$ cat config.mk
export PLATFORM = sky130hd
export DESIGN_NAME = random_word_packer_flat
export DESIGN_NICKNAME = d
export VERILOG_FILES = /design/src/rtl/random_word_packer_if.sv /design/src/rtl/random_word_packer.sv /design/src/flat_wrapper.sv
export SDC_FILE = /design/constraint.sdc
export NUM_CORES = 1
export LEC_CHECK = 0
export ABC_AREA = 0
export CAP_MARGIN = 20
export CORE_MARGIN = 2
export CORE_UTILIZATION = 45
export CTS_CLUSTER_SIZE = 30
export DETAILED_ROUTE_END_ITERATION = 10
export PLACE_DENSITY = 0.64
export SYNTH_ARGS = -nofsm -noshare
export SYNTH_HDL_FRONTEND = slang
export SYNTH_SLANG_ARGS = --single-unit
$ cat constraint.sdc
create_clock -name clk -period 2.8 [get_ports clk]
set_input_delay 0.42 -clock clk [delete_from_list [all_inputs] [get_ports clk]]
set_output_delay 0.42 -clock clk [all_outputs]
set_load 0.1 [all_outputs]
$ cat src/rtl/random_word_packer_if.sv
// rtl/random_word_packer_if.sv - bit input / word output bundle for the random word packer
interface random_word_packer_if #(
    parameter int WIDTH = 8,
    parameter int DEPTH = 4
);
    logic                     bit_in;
    logic                     bit_valid;
    logic                     debias_en;
    logic                     clear;
    logic [WIDTH-1:0]         word_data;
    logic                     word_valid;
    logic                     word_ready;
    logic [$clog2(DEPTH):0]   fill_level;
    logic                     overflow;

    modport master (
        output bit_in, bit_valid, debias_en, clear, word_ready,
        input  word_data, word_valid, fill_level, overflow
    );

    modport slave (
        input  bit_in, bit_valid, debias_en, clear, word_ready,
        output word_data, word_valid, fill_level, overflow
    );
endinterface

$ cat src/rtl/random_word_packer.sv
// rtl/random_word_packer.sv - von Neumann debiaser, word assembler and FWFT output FIFO
module random_word_packer #(
    parameter int WIDTH = 8,
    parameter int DEPTH = 4
) (
    input  logic                 clk,
    input  logic                 rst_n,
    random_word_packer_if.slave  bus
);
    localparam int AW = $clog2(DEPTH);
    localparam int CW = AW + 1;
    localparam int NW = (WIDTH > 2) ? $clog2(WIDTH) : 1;

    typedef enum logic {IDLE = 1'b0, HAVE_FIRST = 1'b1} pair_state_t;

    pair_state_t      state;
    pair_state_t      state_nxt;
    logic             first_bit;
    logic             capture;
    logic             emit;
    logic             emit_bit;

    logic [WIDTH-1:0] shreg;
    logic [WIDTH-1:0] shreg_nxt;
    logic [NW-1:0]    cnt;
    logic             push;

    logic [WIDTH-1:0] mem [DEPTH];
    logic [AW-1:0]    wr_ptr;
    logic [AW-1:0]    rd_ptr;
    logic [CW-1:0]    fill;
    logic             full;
    logic             pop;
    logic             wr_en;
    logic             ovf;

    // Pair FSM: state register
    always_ff @(posedge clk or negedge rst_n) begin
        if (!rst_n) begin
            state     <= IDLE;
            first_bit <= 1'b0;
        end else if (bus.clear) begin
            state     <= IDLE;
            first_bit <= 1'b0;
        end else begin
            state <= state_nxt;
            if (capture) first_bit <= bus.bit_in;
        end
    end

    // Pair FSM: next state
    always_comb begin
        state_nxt = state;
        if (!bus.debias_en) begin
            state_nxt = IDLE;
        end else if (bus.bit_valid) begin
            case (state)
                IDLE:       state_nxt = HAVE_FIRST;
                HAVE_FIRST: state_nxt = IDLE;
                default:    state_nxt = IDLE;
            endcase
        end
    end

    // Pair FSM: outputs; a differing pair emits its first bit (10 -> 1, 01 -> 0)
    always_comb begin
        capture  = 1'b0;
        emit     = 1'b0;
        emit_bit = 1'b0;
        if (!bus.debias_en) begin
            emit     = bus.bit_valid;
            emit_bit = bus.bit_in;
        end else if (bus.bit_valid) begin
            case (state)
                IDLE:       capture = 1'b1;
                HAVE_FIRST: begin
                    emit     = (first_bit != bus.bit_in);
                    emit_bit = first_bit;
                end
                default:    capture = 1'b0;
            endcase
        end
    end

    assign shreg_nxt = {shreg[WIDTH-2:0], emit_bit};
    assign push      = emit && (cnt == NW'(WIDTH - 1));

    always_ff @(posedge clk or negedge rst_n) begin
        if (!rst_n) begin
            shreg <= '0;
            cnt   <= '0;
        end else if (bus.clear) begin
            shreg <= '0;
            cnt   <= '0;
        end else if (emit) begin
            shreg <= shreg_nxt;
            cnt   <= push ? '0 : cnt + 1'b1;
        end
    end

    assign full  = (fill == CW'(DEPTH));
    assign pop   = bus.word_valid && bus.word_ready;
    // A full FIFO still accepts a word when the head leaves on the same edge
    assign wr_en = push && (!full || pop);

    always_ff @(posedge clk or negedge rst_n) begin
        if (!rst_n) begin
            wr_ptr <= '0;
            rd_ptr <= '0;
            fill   <= '0;
            ovf    <= 1'b0;
        end else if (bus.clear) begin
            wr_ptr <= '0;
            rd_ptr <= '0;
            fill   <= '0;
            ovf    <= 1'b0;
        end else begin
            if (wr_en) wr_ptr <= wr_ptr + 1'b1;
            if (pop)   rd_ptr <= rd_ptr + 1'b1;
            case ({wr_en, pop})
                2'b10:   fill <= fill + 1'b1;
                2'b01:   fill <= fill - 1'b1;
                default: fill <= fill;
            endcase
            if (push && full && !pop) ovf <= 1'b1;
        end
    end

    always_ff @(posedge clk) begin
        if (wr_en && !bus.clear) mem[wr_ptr] <= shreg_nxt;
    end

    assign bus.word_valid = (fill != '0);
    assign bus.word_data  = bus.word_valid ? mem[rd_ptr] : '0;
    assign bus.fill_level = fill;
    assign bus.overflow   = ovf;
endmodule

$ cat src/flat_wrapper.sv
// flat-port wrapper written by rule: the top's interface ports become plain ports
module random_word_packer_flat 
#(
    parameter int WIDTH = 8,
    parameter int DEPTH = 4
)
  (clk, rst_n, bus_bit_in, bus_bit_valid, bus_debias_en, bus_clear, bus_word_ready, bus_word_data, bus_word_valid, bus_fill_level, bus_overflow);
  random_word_packer_if #(.WIDTH(WIDTH), .DEPTH(DEPTH)) bus_i ();
  input  logic clk;
  input  logic rst_n;
  input wire logic [$bits(bus_i.bit_in)-1:0] bus_bit_in;
  input wire logic [$bits(bus_i.bit_valid)-1:0] bus_bit_valid;
  input wire logic [$bits(bus_i.debias_en)-1:0] bus_debias_en;
  input wire logic [$bits(bus_i.clear)-1:0] bus_clear;
  input wire logic [$bits(bus_i.word_ready)-1:0] bus_word_ready;
  output wire logic [$bits(bus_i.word_data)-1:0] bus_word_data;
  output wire logic [$bits(bus_i.word_valid)-1:0] bus_word_valid;
  output wire logic [$bits(bus_i.fill_level)-1:0] bus_fill_level;
  output wire logic [$bits(bus_i.overflow)-1:0] bus_overflow;
  assign bus_i.bit_in = bus_bit_in;
  assign bus_i.bit_valid = bus_bit_valid;
  assign bus_i.debias_en = bus_debias_en;
  assign bus_i.clear = bus_clear;
  assign bus_i.word_ready = bus_word_ready;
  assign bus_word_data = bus_i.word_data;
  assign bus_word_valid = bus_i.word_valid;
  assign bus_fill_level = bus_i.fill_level;
  assign bus_overflow = bus_i.overflow;
  random_word_packer #(.WIDTH(WIDTH), .DEPTH(DEPTH)) u_core (.clk(clk), .rst_n(rst_n), .bus(bus_i));
endmodule
* After elaboration in Yosys (flattened, before gate mapping)
Memory sizes are Yosys's and may differ from the RTL's. Index checks and enable logic that the tools add are counted.
Word-level totals: memories 1, bits in read-only memories 0, output and inout bits 13, input port bits 7, latch bits 0, flip-flop bits (word level) 20, bits in writable memories 32
Memory list:
- u_core.mem | depth 4, width 8, rd ports 1, clocked after memory_dff 0, wr ports 1, line random_word_packer.sv:28 | logic [WIDTH-1:0] mem [DEPTH];
Operators by class: multiplexer cells 31, add/sub/neg operators 5, eq/ne operators 6, shift operators 0, divide/modulo/power cells 0, reductions and logical operators 17, bitwise gates (word level) 1, order comparisons 0, multiply operators 0
Operators with widths (count):
- 2-to-1 mux 1 bit | 18
- 2-to-1 mux 7 bit | 2
- 2-to-1 mux 3 bit | 4
- nonzero test 2 bit | 5
- 2-to-1 mux 2 bit | 4
- 2-to-1 mux 8 bit | 1
- adder 3 x 1 -> 3 bit, second input constant | 2
- equality test 3 bit, second input constant | 2
- logical AND 1 bit | 6
- case mux 3 bit (2 select lines) | 1
- nonzero test 3 bit | 2
- adder 2 x 1 -> 2 bit, second input constant | 2
- logical NOT 1 bit | 3
- != test 3 x 2 -> 1 bit, second input constant | 1
- subtractor 3 x 1 -> 3 bit, second input constant | 1
- equality test 2 x 1 -> 1 bit, second input constant | 1
- equality test 2 bit, second input constant | 1
- case mux 1 bit (2 select lines) | 1
- logical OR 1 bit | 1
- != test 1 bit | 1
- NOT 1 bit | 1

* Logic depth before layout (Yosys ltp)
depth after elaboration 9, depth in mapped cells 11, gate-level depth less buffers 10

* Worst setup path after synthesis
Ideal clock, no wire load.
kind register -> register, from reg u_core.fill[0] (netlist: u_core.bus.fill_level[0]), to reg u_core.fill[1] (netlist: u_core.bus.fill_level[1]), stages on the path, launching flop included 8, clock period less this slack 3.685 ns, path slack -0.885 ns, data arrival time 3.581 ns, path through dfrtp_1 -> buf_2 -> or3_1 -> clkbuf_1 -> nand3_1 -> fa_1 -> or4_1 -> o311ai_1
Between the ends: cells in the longest elaborated chain, start to end 7, elaborated cells on any way between the ends 13
Ends and longest elaborated chain:
- start: declaration | line random_word_packer.sv:31 | logic [CW-1:0] fill;
- start signal: assignment | line random_word_packer.sv:121 | 2'b10: fill <= fill + 1'b1;
- start signal: assignment | line random_word_packer.sv:122 | 2'b01: fill <= fill - 1'b1;
- start signal: assignment | line random_word_packer.sv:123 | default: fill <= fill;
- nonzero test 3 bit (*) | line random_word_packer.sv:133 | assign bus.word_valid = (fill != '0);
- via bus_word_valid | line flat_wrapper.sv:17 | output wire logic [$bits(bus_i.word_valid)-1:0] bus_word_valid;
- logical AND 1 bit (*) | line random_word_packer.sv:102 | assign pop = bus.word_valid && bus.word_ready;
- logical OR 1 bit | line random_word_packer.sv:104 | assign wr_en = push && (!full || pop);
- logical AND 1 bit | line random_word_packer.sv:104
- equality test 2 x 1 -> 1 bit or equality test 2 bit (tied branches) | line random_word_packer.sv:120 | case ({wr_en, pop})
- case mux 3 bit (2 select lines) | line random_word_packer.sv:120
- 2-to-1 mux 3 bit | line random_word_packer.sv:112 | end else if (bus.clear) begin
The timed path passes the listed nets; every way through them passes the cells marked *. A chain may end at the register's enable or synchronous reset.

* Worst setup path in the final report
from reg u_core.rd_ptr[0], to out bus_word_data[7]
Between the ends: cells in the longest elaborated chain, start to end 2
Ends and longest elaborated chain:
- start: declaration | line random_word_packer.sv:30 | logic [AW-1:0] rd_ptr;
- start signal: assignment | line random_word_packer.sv:119 | if (pop) rd_ptr <= rd_ptr + 1'b1;
- memory (4 x 8 bit)
- 2-to-1 mux 8 bit | line random_word_packer.sv:134 | assign bus.word_data = bus.word_valid ? mem[rd_ptr] : '0;
- end: declaration | line flat_wrapper.sv:16 | output wire logic [$bits(bus_i.word_data)-1:0] bus_word_data;
No other way between the ends.

==> flow_metrics.py <==
metrics = {
    "status": {
        "outcome": "completed",
    },
    "grt": {
        "grt_most_used_layer": "met2",
        "grt-ovfl-total": 0,
        "grt_pass1_wl_mm": 7.797,
        "grtUsageMet2_pct": 28.79,
        "groute.layer.met3.usage_pct": 2.907,
        "antenna_found_initial": 0,
        "grt_usage_pct": 16.65,
        "grt_max_degree": 28,
        "first_global_vias": 1558,
        "gr-usage-met1_pct": 21.28,
    },
    "power_and_ir_drop": {
        "powerDensity_nw_per_um2": 496.3,
        "p_leak_nw": 1.029,
        "total_power_w": 0.001386,
        "peakVddDrop_v": 0.0002322,
    },
    "setup_path": {
        "cp-end-kind": "output pin",
        "r2r-start": "u_core.cnt[0]$_DFFE_PN0P_",
        "cp_slowest_cell": "dfrtp_1",
        "r2r_slack_ns": 0.36,
        "path_cells": "mux4_2 > and2_1 > buf_4",
        "worstPathRequired_ns": 2.38,
        "cp_slowest_stage_delay_ns": 0.75,
        "critical_path.max_fanout": 10,
        "cp-start-kind": "flip-flop",
        "ff2ff_path_depth": 8,
        "reg2reg_to": "u_core.bus.fill_level[1]$_DFFE_PN0P_",
        "worstSetupPathType": "reg -> out",
        "crit_buf_inv": 1,
        "cp.depth": 3,
        "crit_arrival_ns": 2.03,
        "crit_family": "flip-flops",
    },
    "clocking": {
        "clock-sinks": 52,
        "ctsHoldBuffers": 0,
        "cts_resized": 0,
        "cts_setup_buffers": 0,
        "cts_tree": "done",
        "cts_made_buffers": 5,
        "cts_root_buffer": "clkbuf_8",
        "insertion_delay_ns": 0.30,
        "clk_pin_slew_worst_paths_ns": 0.09,
        "htreeDepth": 2,
        "cts_buffer_depth": 2,
    },
    "floorplanning": {
        "dieArea_um2": 6027,
        "die_w_um": 77.64,
        "coreArea_um2": 5172,
        "placementRows": 26,
        "start_util_pct": 47.17,
        "fp.dieH_um": 77.64,
        "ios": 20,
    },
    "drt": {
        "antenna_left": 0,
        "num_vias": 1554,
        "totalWireLength_mm": 4.633,
        "vias_per_cell": 5.590,
        "post-route-drc-count": 0,
        "wire_per_inst_um": 16.67,
        "first_pass_iters": 4,
        "first_iter_violations": 85,
    },
    "yosys": {
        "ys_ff_latch": 52,
        "ys_types": 38,
        "synth_cells": 187,
        "ys_seq_area_share_pct": 59.90,
        "synth_area_um2": 2440,
        "yosys_warnings": 0,
        "syn_area_per_cell_um2": 13.05,
        "syn-num-nets": 201,
    },
    "sta": {
        "hold_violations": 0,
        "worst_pin_slew_ns": 0.9380,
        "min_period_ns": 2.451,
        "rsz0062_at_grt": "false",
        "fin_setup_tns_ns": 0,
        "clock_skew_ns": 0.004220,
        "final-setup-viol-count": 0,
        "finalCritPeriodShare_pct": 87.54,
        "maxSlewViolCount": 0,
        "slew_headroom_pct": 37.27,
        "clock.fmax_mhz": 408.0,
    },
    "hold_path": {
        "min-delay-start": "u_core.bus.overflow$_DFFE_PN0P_",
        "min_path_cells": 2,
        "hp-class": "reg -> reg",
        "hold_path_end": "u_core.bus.overflow$_DFFE_PN0P_",
    },
    "cells_and_area": {
        "diodes": 0,
        "fin_util_pct": 53.97,
        "nets": 221,
        "drive_gt1_share_pct": 20.19,
        "syn2layout_area_growth_pct": 14.41,
    },
    "place": {
        "hpwlAfterDp_mm": 3.214,
        "routabilityCongestion": 0.8164,
        "port_buffers": 19,
    },
    "flow_run": {
        "timing.max_cap.violations": 0,
    },
}
## where the power goes
group	total (W)	switching, W	internal (W)	leakage, nW
logic	0.0000601	0.0000372	0.0000229	0.404
registers	0.000819	0.00000522	0.000814	0.570
clock network	0.000506	0.000241	0.000265	0.0558
total	0.00139	0.000284	0.00110	1.03
## how the worst max path moves through the flow
stage	from	end	slack, ns
2_1_floorplan	u_core.bus.fill_level[0]$_DFFE_PN0P_	u_core.bus.fill_level[1]$_DFFE_PN0P_	0.01
3_5_place_dp	bus_bit_in	u_core.bus.fill_level[1]$_DFFE_PN0P_	0.1
6_report	u_core.rd_ptr[0]$_DFFE_PN0P_	bus_word_data[7]	0.35
4_1_cts	u_core.rd_ptr[0]$_DFFE_PN0P_	bus_word_data[7]	0.31
5_1_grt	u_core.cnt[0]$_DFFE_PN0P_	u_core.bus.fill_level[1]$_DFFE_PN0P_	0.18
3_3_place_gp	bus_bit_in	u_core.bus.fill_level[1]$_DFFE_PN0P_	0.16
## cells in the mapped netlist (all sizes together)
cell type / count / area, µm²
a31oi: 1 / 6.260
nand3b: 3 / 22.52
or4: 2 / 15.01
dfrtp: 20 / 500.5
nand4: 2 / 12.51
nor4: 2 / 12.51
o211ai: 2 / 15.01
or2: 1 / 6.260
o21ai: 16 / 87.59
and2: 13 / 81.33
clkbuf: 6 / 23.77
nor4bb: 1 / 10.01
inv: 7 / 26.28
xor2: 2 / 17.52
nand2: 2 / 7.510
nand4b: 2 / 17.52
nor2: 8 / 30.03
ha: 6 / 75.07
nor4b: 2 / 17.52
or3: 1 / 6.260
nor3: 4 / 25.02
o21a: 2 / 15.01
nor3b: 2 / 15.01
o311ai: 1 / 8.760
fa: 1 / 20.02
edfxtp: 32 / 960.9
a21oi: 13 / 65.06
mux2i: 3 / 30.03
xnor2: 3 / 33.79
nand3: 13 / 65.06
buf: 6 / 30.03
mux4: 8 / 180.2
## per-stage QoR
stage          std cells  hold WS [ns]  cell area (µm²)  worst slack (ns)
3_3_place_gp         270        0.4937             2680            0.1647
3_5_place_dp         270        0.5116             2680           0.09877
6_report             278        0.5208             2791            0.3487
4_1_cts              278        0.5368             2791            0.3063
5_1_grt              278        0.5799             2791            0.1762
2_1_floorplan        187        0.1244             2447           0.01112
## layer usage
layer  wire, µm  up-vias
li1           -      737
met1       2080      783
met2       2322       29
met3        179        5
met4         51        0
met5          0        -
## tightest hold or removal path: stages (launching register included)
cell	delay (ns)
dfrtp_1	0.36
a21oi_1	0.04
nor2_1	0.08
## registers in the layout, indices dropped and copies added (netlist names)
register               cells
u_core.wr_ptr              2
u_core.cnt                 3
u_core.bus.fill_level      3
u_core.bus.overflow        1
u_core.state               1
u_core.shreg               7
u_core.mem                32
u_core.rd_ptr              2
u_core.first_bit           1
## placed cells by master, fill, tap and decap left out, types with 5 or more instances in the layout
master / instances
clkbuf_8: 5
o21ai_0: 14
nand3_1: 13
mux4_2: 8
edfxtp_1: 32
clkdlybuf4s50_1: 6
inv_1: 7
and2_1: 13
buf_4: 19
a21oi_1: 13
ha_1: 6
dfrtp_1: 17
nor2_1: 8
## cell families after synthesis
group / after synthesis / share of synthesized area, %
AO/OA/AOI/OAI: 35 / 8.103
AND/OR/NAND/NOR: 58 / 14.10
flip-flops: 52 / 59.90
XOR/XNOR: 5 / 2.103
multiplexers: 11 / 8.615
buffers and inverters: 19 / 3.282
adder cells (fa/ha/maj): 7 / 3.897
## cell type report
cell class | instances | area, µm²
multi-input cells | 116 | 898.4
well taps | 70 | 87.58
repair buffers | 25 | 202.7
inverters | 7 | 26.28
flip-flops and latches | 52 | 1465
clock inverters | 3 | 42.54
fillers | 434 | 2381
clock buffers | 5 | 68.82
(Power assumes the default switching activity.)
==> edit, RTL diff (config.mk and constraints unchanged) <==
`WIDTH` is set to 8 in 3 places; all go to 4.
--- a/src/rtl/random_word_packer_if.sv
+++ b/src/rtl/random_word_packer_if.sv
@@ -1,6 +1,6 @@
 // rtl/random_word_packer_if.sv - bit input / word output bundle for the random word packer
 interface random_word_packer_if #(
-    parameter int WIDTH = 8,
+    parameter int WIDTH = 4,
     parameter int DEPTH = 4
 );
     logic                     bit_in;
--- a/src/rtl/random_word_packer.sv
+++ b/src/rtl/random_word_packer.sv
@@ -1,6 +1,6 @@
 // rtl/random_word_packer.sv - von Neumann debiaser, word assembler and FWFT output FIFO
 module random_word_packer #(
-    parameter int WIDTH = 8,
+    parameter int WIDTH = 4,
     parameter int DEPTH = 4
 ) (
     input  logic                 clk,
--- a/src/flat_wrapper.sv
+++ b/src/flat_wrapper.sv
@@ -1,7 +1,7 @@
 // flat-port wrapper written by rule: the top's interface ports become plain ports
 module random_word_packer_flat 
 #(
-    parameter int WIDTH = 8,
+    parameter int WIDTH = 4,
     parameter int DEPTH = 4
 )
   (clk, rst_n, bus_bit_in, bus_bit_valid, bus_debias_en, bus_clear, bus_word_ready, bus_word_data, bus_word_valid, bus_fill_level, bus_overflow);
Ports: changed (resized bus_word_data); port bits go from 20 to 16. The function was not compared with the original's and may differ.
==> edit against the original RTL <==
Non-clock buffer count fell by 4; worst setup slack better by 0.029 ns; cell area shrank 34%; register-to-register slack better by 0.02 ns; synthesized area is 35% lower; via count is 23% lower; sequential cell count decreased by 21; core utilization up 0.61 points; sequential power is 40% lower; die area fell by 33%; total power is 44% lower; combinational power is 10% lower; routed wire length down 31%.
==> edit: results (changes against the original RTL) <==
* Global-route wire length before repair at 5550 um (was 7800 um)
* Share of cells above drive strength 1 at 17.4% (was 20.2%)
* Post-Synth Adder-Cell Area at 5.18% (was 3.90%)
* Compound-gate portion of the synthesized area at 10.1% (was 8.10%)
* Met2 usage at 30.7% (was 28.8%)
* Routability Congestion at 0.721 (was 0.816)
* Top cells by area, synth: edfxtp_1 30%, dfrtp_1 24%, mux4_2 5.6% (was edfxtp_1 39%, dfrtp_1 21%, mux4_2 7.4%)
* Detailed-placement wirelength estimate at 2340 um (was 3210 um)
* Reg-to-reg critical path startpoint: u_core.bus.fill_level[1]$_DFFE_PN0P_ (was u_core.cnt[0]$_DFFE_PN0P_)
* Largest fanout on the critical path at 9 (was 10)
* Clock insertion delay at the later pin of the skew report at 0.33 ns (was 0.30 ns)
* Post-synth net total at 154 (was 201)
* Total number of nets in the final design at 173 (was 221)
* Critical Setup Path Class: reg -> reg (was reg -> out)
* DRC violation total after the first TritonRoute iteration at 50 (was 85)
* Proportion of synthesized chip area in sequential cells at 53.6% (was 59.9%)
* Worst slew margin relative to its limit at 52.4% (was 37.3%)
* Most numerous cell types in the synthesized netlist: 16 x edfxtp_1, 15 x dfrtp_1, 11 x o21ai_0, 9 x nor2_1 (was 32 x edfxtp_1, 20 x dfrtp_1, 14 x o21ai_0)
* Part of the cycle the worst path needs at 86.5% (was 87.5%)
* Internal cell power at 598 uW (was 1.10 mW)
* CTS root buffer: clkbuf_4 (was clkbuf_8)
* Mux cell area share after synthesis at 7.53% (was 8.62%)
* Class of the tightest hold or removal check: in -> async (was reg -> reg)
* Status: finished clean (unchanged)
* Share of flip-flops with an asynchronous set or reset at 48.4% (was 38.5%)
* Crit path max-delay family: simple AND/OR/NAND/NOR gates (was flip-flops)
* Post-DR wirelength/cell at 15.4 um (was 16.7 um)
* IR Drop Worst-Case VDD at 317 uV (was 232 uV)
==> edit: kinds of logic (layout without fill, tap and decap cells) <==
kind of cell	count (synthesis)	count (layout)
adders and majority gates	6	6
muxes	7	7
AOI/OAI and AO/OA	28	28
buffers and inverters	17	37
xor gates and xnor gates	5	5
DFF	31	31
and+or+nand+nor	47	47
==> edit: power by group through the flow <==
| stage | clock (mW) | sequential (mW) | combinational [mW] |
|---|---|---|---|
| after floorplan | 0 | 0.496 | 0.0281 |
| after global placement | 0 | 0.497 | 0.0525 |
| after detailed placement | 0 | 0.498 | 0.0542 |
| after CTS | 0.244 | 0.488 | 0.0546 |
| after global routing | 0.267 | 0.489 | 0.0608 |
| final | 0.236 | 0.488 | 0.0541 |
==> edit: how the worst min path moves through the flow <==
| stage | startpoint | end | slack (ns) | cells after the start |
|---|---|---|---|---|
| after floorplan | rst_n | u_core.bus.fill_level[0]$_DFFE_PN0P_ | 0.12 | 0 |
| after global placement | u_core.bus.overflow$_DFFE_PN0P_ | u_core.bus.overflow$_DFFE_PN0P_ | 0.49 | 2 |
| after detailed placement | u_core.bus.overflow$_DFFE_PN0P_ | u_core.bus.overflow$_DFFE_PN0P_ | 0.50 | 2 |
| after CTS | rst_n | u_core.bus.overflow$_DFFE_PN0P_ | 0.52 | 1 |
| after global routing | rst_n | u_core.bus.overflow$_DFFE_PN0P_ | 0.55 | 1 |
| final | rst_n | u_core.bus.overflow$_DFFE_PN0P_ | 0.50 | 1 |
==> edit: metal layers <==
layer | vias to the layer above | share of wire (%)
li1 | 557 | -
met2 | 33 | 51
met5 | - | 0
met3 | 6 | 4.7
met1 | 594 | 43
met4 | 0 | 1.4
==> edit: per-stage QoR <==
stage	hold WS [ns]	util [%]	cells	cell area, um2	power (mW)
finish	0.502	54.6	207	1840	0.778
floorplan	0.124	-	141	1600	0.525
detailed placement	0.501	53.1	199	1790	0.552
global placement	0.490	53.1	199	1790	0.550
CTS	0.524	54.6	207	1840	0.786
global route	0.550	54.6	207	1840	0.817
==> edit: area by class of cell <==
class	instances	area, um2
Fill cell	319	1530
Tap cell	46	57.6
Sequential cell	31	860
Clock buffer	6	41.3
Timing Repair Buffer	21	173
Inverter	8	30.0
Multi-Input combinational cell	93	667
Clock inverter	2	7.51
==> edit: worst reg2reg max path, cell delays in order, from the launching register on <==
cell and delay, ns:
dfrtp_2 0.48, or3_1 0.53, nand3_1 0.15, fa_1 0.46
a211oi_1 0.26, mux2i_1 0.14, a221oi_1 0.31
